===== config.mk =====
export PLATFORM = sky130hd
export DESIGN_NAME = line_responder
export DESIGN_NICKNAME = d
export VERILOG_FILES = /design/src/rtl/line_responder.sv
export SDC_FILE = /design/constraint.sdc
export NUM_CORES = 1
export LEC_CHECK = 0
export CORE_UTILIZATION = 49
export DETAILED_ROUTE_END_ITERATION = 16
export GPL_ROUTABILITY_DRIVEN = 0
export PLACE_DENSITY = 0.83
export SYNTH_ARGS = -nofsm -noshare
export SYNTH_HDL_FRONTEND = slang
export SYNTH_SLANG_ARGS = --single-unit

===== constraint.sdc =====
create_clock -name clk -period 15 [get_ports clk]
set_input_delay 4.5 -clock clk [delete_from_list [all_inputs] [get_ports clk]]
set_output_delay 4.5 -clock clk [all_outputs]
set_load 0.01 [all_outputs]

===== src/rtl/line_responder.sv =====
// line_responder: breaks a 128-bit line fill or write-back into eight
// 16-bit word-bus beats, then reports completion with a one-cycle pulse.
//
// Ports:
//   clk, rst          sole clock; asynchronous active-high reset
//   line_strobe       line request valid (sampled only in IDLE)
//   line_write        1 = write-back, 0 = fill
//   line_addr[15:0]   line byte address, low nibble ignored
//   line_wdata[127:0] write-back data, word 0 in bits [15:0]
//   line_rdata[127:0] fill data, held until the next fill's first beat
//   line_resp         one-cycle completion pulse
//   busy              high whenever a transaction is in flight
//   mem_strobe        word-bus request, held through a stall
//   mem_write         word-bus write enable
//   mem_addr[15:0]    word-bus byte address
//   mem_wdata[15:0]   word-bus write data
//   mem_rdata[15:0]   word-bus read data, valid with mem_resp
//   mem_resp          word-bus beat completion (used only in BEAT)
module line_responder (
    input  logic         clk,
    input  logic         rst,
    input  logic         line_strobe,
    input  logic         line_write,
    input  logic [15:0]  line_addr,
    input  logic [127:0] line_wdata,
    output logic [127:0] line_rdata,
    output logic         line_resp,
    output logic         busy,
    output logic         mem_strobe,
    output logic         mem_write,
    output logic [15:0]  mem_addr,
    output logic [15:0]  mem_wdata,
    input  logic [15:0]  mem_rdata,
    input  logic         mem_resp
);

    typedef enum logic [2:0] {
        IDLE   = 3'd0,
        BEAT   = 3'd1,
        GAP    = 3'd2,
        ACK    = 3'd3,
        TOGGLE = 3'd4
    } state_t;

    state_t state;
    state_t state_next;

    logic [11:0]  base;
    logic         wr;
    logic [127:0] wdata;
    logic [2:0]   cnt;

    logic accept;
    logic beat_done;
    logic last_beat;

    // Byte offset within the line is meaningless for whole-line transfers.
    logic unused_offset;
    assign unused_offset = ^line_addr[3:0];

    assign accept    = (state == IDLE) && line_strobe;
    assign beat_done = (state == BEAT) && mem_resp;
    assign last_beat = (cnt == 3'd7);

    always_ff @(posedge clk or posedge rst) begin
        if (rst) begin
            state <= IDLE;
        end else begin
            state <= state_next;
        end
    end

    always_comb begin
        state_next = state;
        mem_strobe = 1'b0;
        mem_write  = 1'b0;
        mem_addr   = 16'h0000;
        mem_wdata  = 16'h0000;
        line_resp  = 1'b0;
        busy       = 1'b1;
        case (state)
            IDLE: begin
                busy = 1'b0;
                if (line_strobe) begin
                    state_next = BEAT;
                end
            end
            BEAT: begin
                mem_strobe = 1'b1;
                mem_write  = wr;
                // Concatenation keeps the line base fixed: no carry
                // out of the word index can reach the upper bits.
                mem_addr   = {base, cnt, 1'b0};
                mem_wdata  = wdata[{cnt, 4'h0} +: 16];
                if (mem_resp) begin
                    state_next = last_beat ? ACK : GAP;
                end
            end
            GAP: begin
                state_next = BEAT;
            end
            ACK: begin
                line_resp  = 1'b1;
                state_next = TOGGLE;
            end
            TOGGLE: begin
                state_next = IDLE;
            end
            default: begin
                state_next = IDLE;
            end
        endcase
    end

    // Request fields are captured once at acceptance so later changes
    // on the line-side inputs cannot disturb the transfer in flight.
    always_ff @(posedge clk or posedge rst) begin
        if (rst) begin
            base  <= 12'h000;
            wr    <= 1'b0;
            wdata <= 128'h0;
        end else if (accept) begin
            base  <= line_addr[15:4];
            wr    <= line_write;
            wdata <= line_wdata;
        end
    end

    always_ff @(posedge clk or posedge rst) begin
        if (rst) begin
            cnt <= 3'd0;
        end else if (accept) begin
            cnt <= 3'd0;
        end else if (beat_done && !last_beat) begin
            cnt <= cnt + 3'd1;
        end
    end

    always_ff @(posedge clk or posedge rst) begin
        if (rst) begin
            line_rdata <= 128'h0;
        end else if (beat_done && !wr) begin
            line_rdata[{cnt, 4'h0} +: 16] <= mem_rdata;
        end
    end

endmodule


==> results.sh <==
export IMPL_outcome="finished, final reports clean"
export IMPL_worstHoldPathCells=1
export IMPL_insertion_delay_ns=0.54
export IMPL_globalRouteTotalUtil_pct=25.2
export IMPL_start_util_pct=50.2
export IMPL_synth_edff_count=0
export IMPL_synth_cell_types=42
export IMPL_synthAdderAreaFrac_pct=0.713
export IMPL_core_area_um2=24500
export IMPL_grt_pass1_wl_um=50300
export IMPL_grt_pass1_vias=8824
export IMPL_synth_xor_area_share_pct=0
export IMPL_holdCritPathClass="reg2reg"
export IMPL_tns_ns=0
export IMPL_num_vias=8300
export IMPL_dieHeight_um=160
export IMPL_ys_seq_elements=275
export IMPL_final_min_clock_period_ns=7.82
export IMPL_clkTransAtPathRegs_ns=0.06
export IMPL_yosys_area_share_simple_pct=7.18
export IMPL_synth_area_leaders="dfrtp_1, mux2_2, mux2i_1"
export IMPL_nNetsFinal=1384
export IMPL_grt_overflow_total=0
export IMPL_drive_gt1_share_pct=30.0
export IMPL_end_kind="output port"
export IMPL_hpwl_um=22600
export IMPL_drtIter0Drc=317
export IMPL_yosys_warnings=0
export IMPL_power_leakage_nw=7.22
export IMPL_dpl_worst_slack_ns=7.64
export IMPL_ir_worst_vdd_uv=158
export IMPL_synthFlopType="dfrtp_1"
export IMPL_setup_viol_count_final=0
export IMPL_maxSlewViolCount=0
export IMPL_crit_start="cnt[1]"
export IMPL_rsz0062_at_grt="false"
export IMPL_cts_root_buffer="clkbuf_16"
export IMPL_rr_worst_depth=6
export IMPL_synth_fp_nets=1071
export IMPL_syn_inst=899
export IMPL_io_pins=329
export IMPL_path_class="reg2out"
export IMPL_wire_per_inst_um=20.6
export IMPL_path_max_fanout=37
export IMPL_die_x_um=160
export IMPL_drtAntennaViolNets=0
export IMPL_maxCapViolations=0
export IMPL_synth_area_um2=12300
export IMPL_routed_wl_um=32100
export IMPL_power_w=0.00297
export IMPL_synth_area_leader_cell="dfrtp_1"
export IMPL_area_growth_pct=36.4
export IMPL_synth_compound_area_share_pct=2.15
export IMPL_power_density_nw_per_um2=178
export IMPL_fmax_mhz=128
export IMPL_avgSynthCellArea_um2=13.7
export IMPL_drc=0
export IMPL_dr_pass1_iters=4
export IMPL_ff2ff_setup_slack_ns=10.99
export IMPL_antenna_found_initial=2
export IMPL_critPathLaunchType="register"
export IMPL_required_ns=10.50
export IMPL_cts_setup_buffers=0
export IMPL_hold_buffers=0
export IMPL_cts_max_level=1
export IMPL_synth_top_area_share_pct=56.0
export IMPL_dieArea_um2=25700
export IMPL_r2r_start="cnt[0]"
export IMPL_yosysMostFrequentCell="mux2_2"
export IMPL_setup_ws_ns=7.18
export IMPL_clock_sinks=275
export IMPL_endpoint="mem_wdata[12]"
export IMPL_yosysSeqAreaShare_pct=56.0
export IMPL_post_cts_resize_count=0
export IMPL_fin_crit_sh_pct=52.1
export IMPL_synthMuxAreaShare_pct=30.2
export IMPL_arrival_ns=3.32
export IMPL_io_buffers=323
export IMPL_grt_max_degree=128
export IMPL_drt_vias_per_instance=5.34
export IMPL_num_rows=57
export IMPL_post_route_util_pct=68.5
export IMPL_tightest_slew_ns=1.10
export IMPL_async_flop_share_pct=100
export IMPL_synthTopCellsByCount="mux2_2, dfrtp_1, inv_1"
export IMPL_hold_viol=0
export IMPL_synth_top_family_by_area="multiplexers"
export IMPL_finalClockSkew_ns=0.0101
export IMPL_maxSlewHeadroom_pct=26.6
export IMPL_cts_tree="yes"
export IMPL_cts_inserted_buffers=29
export IMPL_r2r_end="line_rdata[69]"
export IMPL_cts_max_path_buffers=3
## area by class of cell
class / instances / area, um^2
Clock inverter: 6 / 111
Inverter: 44 / 173
Timing Repair Buffer: 335 / 3320
Sequential cell: 275 / 6890
Fill cell: 1769 / 7710
Clock buffer: 42 / 865
Multi-Input combinational cell: 527 / 4990
Antenna cell: 1 / 2.50
Tap cell: 324 / 405
## worst min path at each step
stage	slack, ns	startpoint	endpoint
after floorplan	0.47	base[10]	base[10]
after global placement	0.48	base[10]	base[10]
after detailed placement	0.49	base[10]	base[10]
after CTS	0.50	base[10]	base[10]
after global routing	0.51	wdata[103]	wdata[103]
final	0.50	base[8]	base[8]
## flip-flops by register name, summed over array words and instances, names as in the netlist
signal,cells
wr,1
state,3
line_rdata,128
wdata,128
cnt,3
base,12
## cells by family (layout without fill, tap and decap cells)
| logic type | after synthesis | in the layout |
|---|---|---|
| other | 1 | 2 |
| muxes | 333 | 333 |
| adders and majority gates | 7 | 7 |
| AOI/OAI and AO/OA | 41 | 41 |
| and+or+nand+nor | 145 | 145 |
| buffers and inverters | 97 | 427 |
| DFF | 275 | 275 |
## where the power goes
group / leakage, nW / internal (W) / switching [W] / total [W]
Combinational: 3.42 / 0.000623 / 0.000473 / 0.00110
Sequential: 3.32 / 0.00100 / 0.000149 / 0.00115
Clock: 0.483 / 0.000447 / 0.000281 / 0.000727
Total: 7.22 / 0.00207 / 0.000903 / 0.00297
## stage by stage
step,cell area (um^2),cells,hold slack (ns)
floorplan,12300,899,0.472
global placement,15800,1505,0.483
detailed placement,15800,1505,0.488
CTS,16800,1553,0.502
global route,16800,1554,0.513
finish,16800,1554,0.496
## cell usage in the layout, fill, tap and decap left out, drive strengths merged, types with 4 or more instances in the layout
| master | n |
|---|---|
| and2 | 35 |
| nor2 | 8 |
| a21oi | 4 |
| dfrtp | 275 |
| ha | 7 |
| mux2i | 37 |
| mux2 | 296 |
| clkbuf | 42 |
| nand2b | 4 |
| clkdlybuf4s50 | 323 |
| nand2 | 39 |
| inv | 45 |
| and3 | 15 |
| buf | 12 |
| nor3 | 20 |
| o22ai | 32 |
## critical path, stage by stage, from the launching register on
cell             delay (ns)
dfrtp_4                0.77
buf_4                  0.54
mux2_2                 0.40
o22ai_1                0.39
nor3_1                 0.10
clkdlybuf4s50_1        0.54
## metal layers
layer	vias up	part of all wire [%]	global-route usage, %
li1	3769	-	-
met1	4197	38	29.9
met2	289	50	43.9
met3	45	9.1	8.45
met4	0	2.4	6.28
met5	-	0	0
Note: power is estimated with default switching activity, not from simulation.
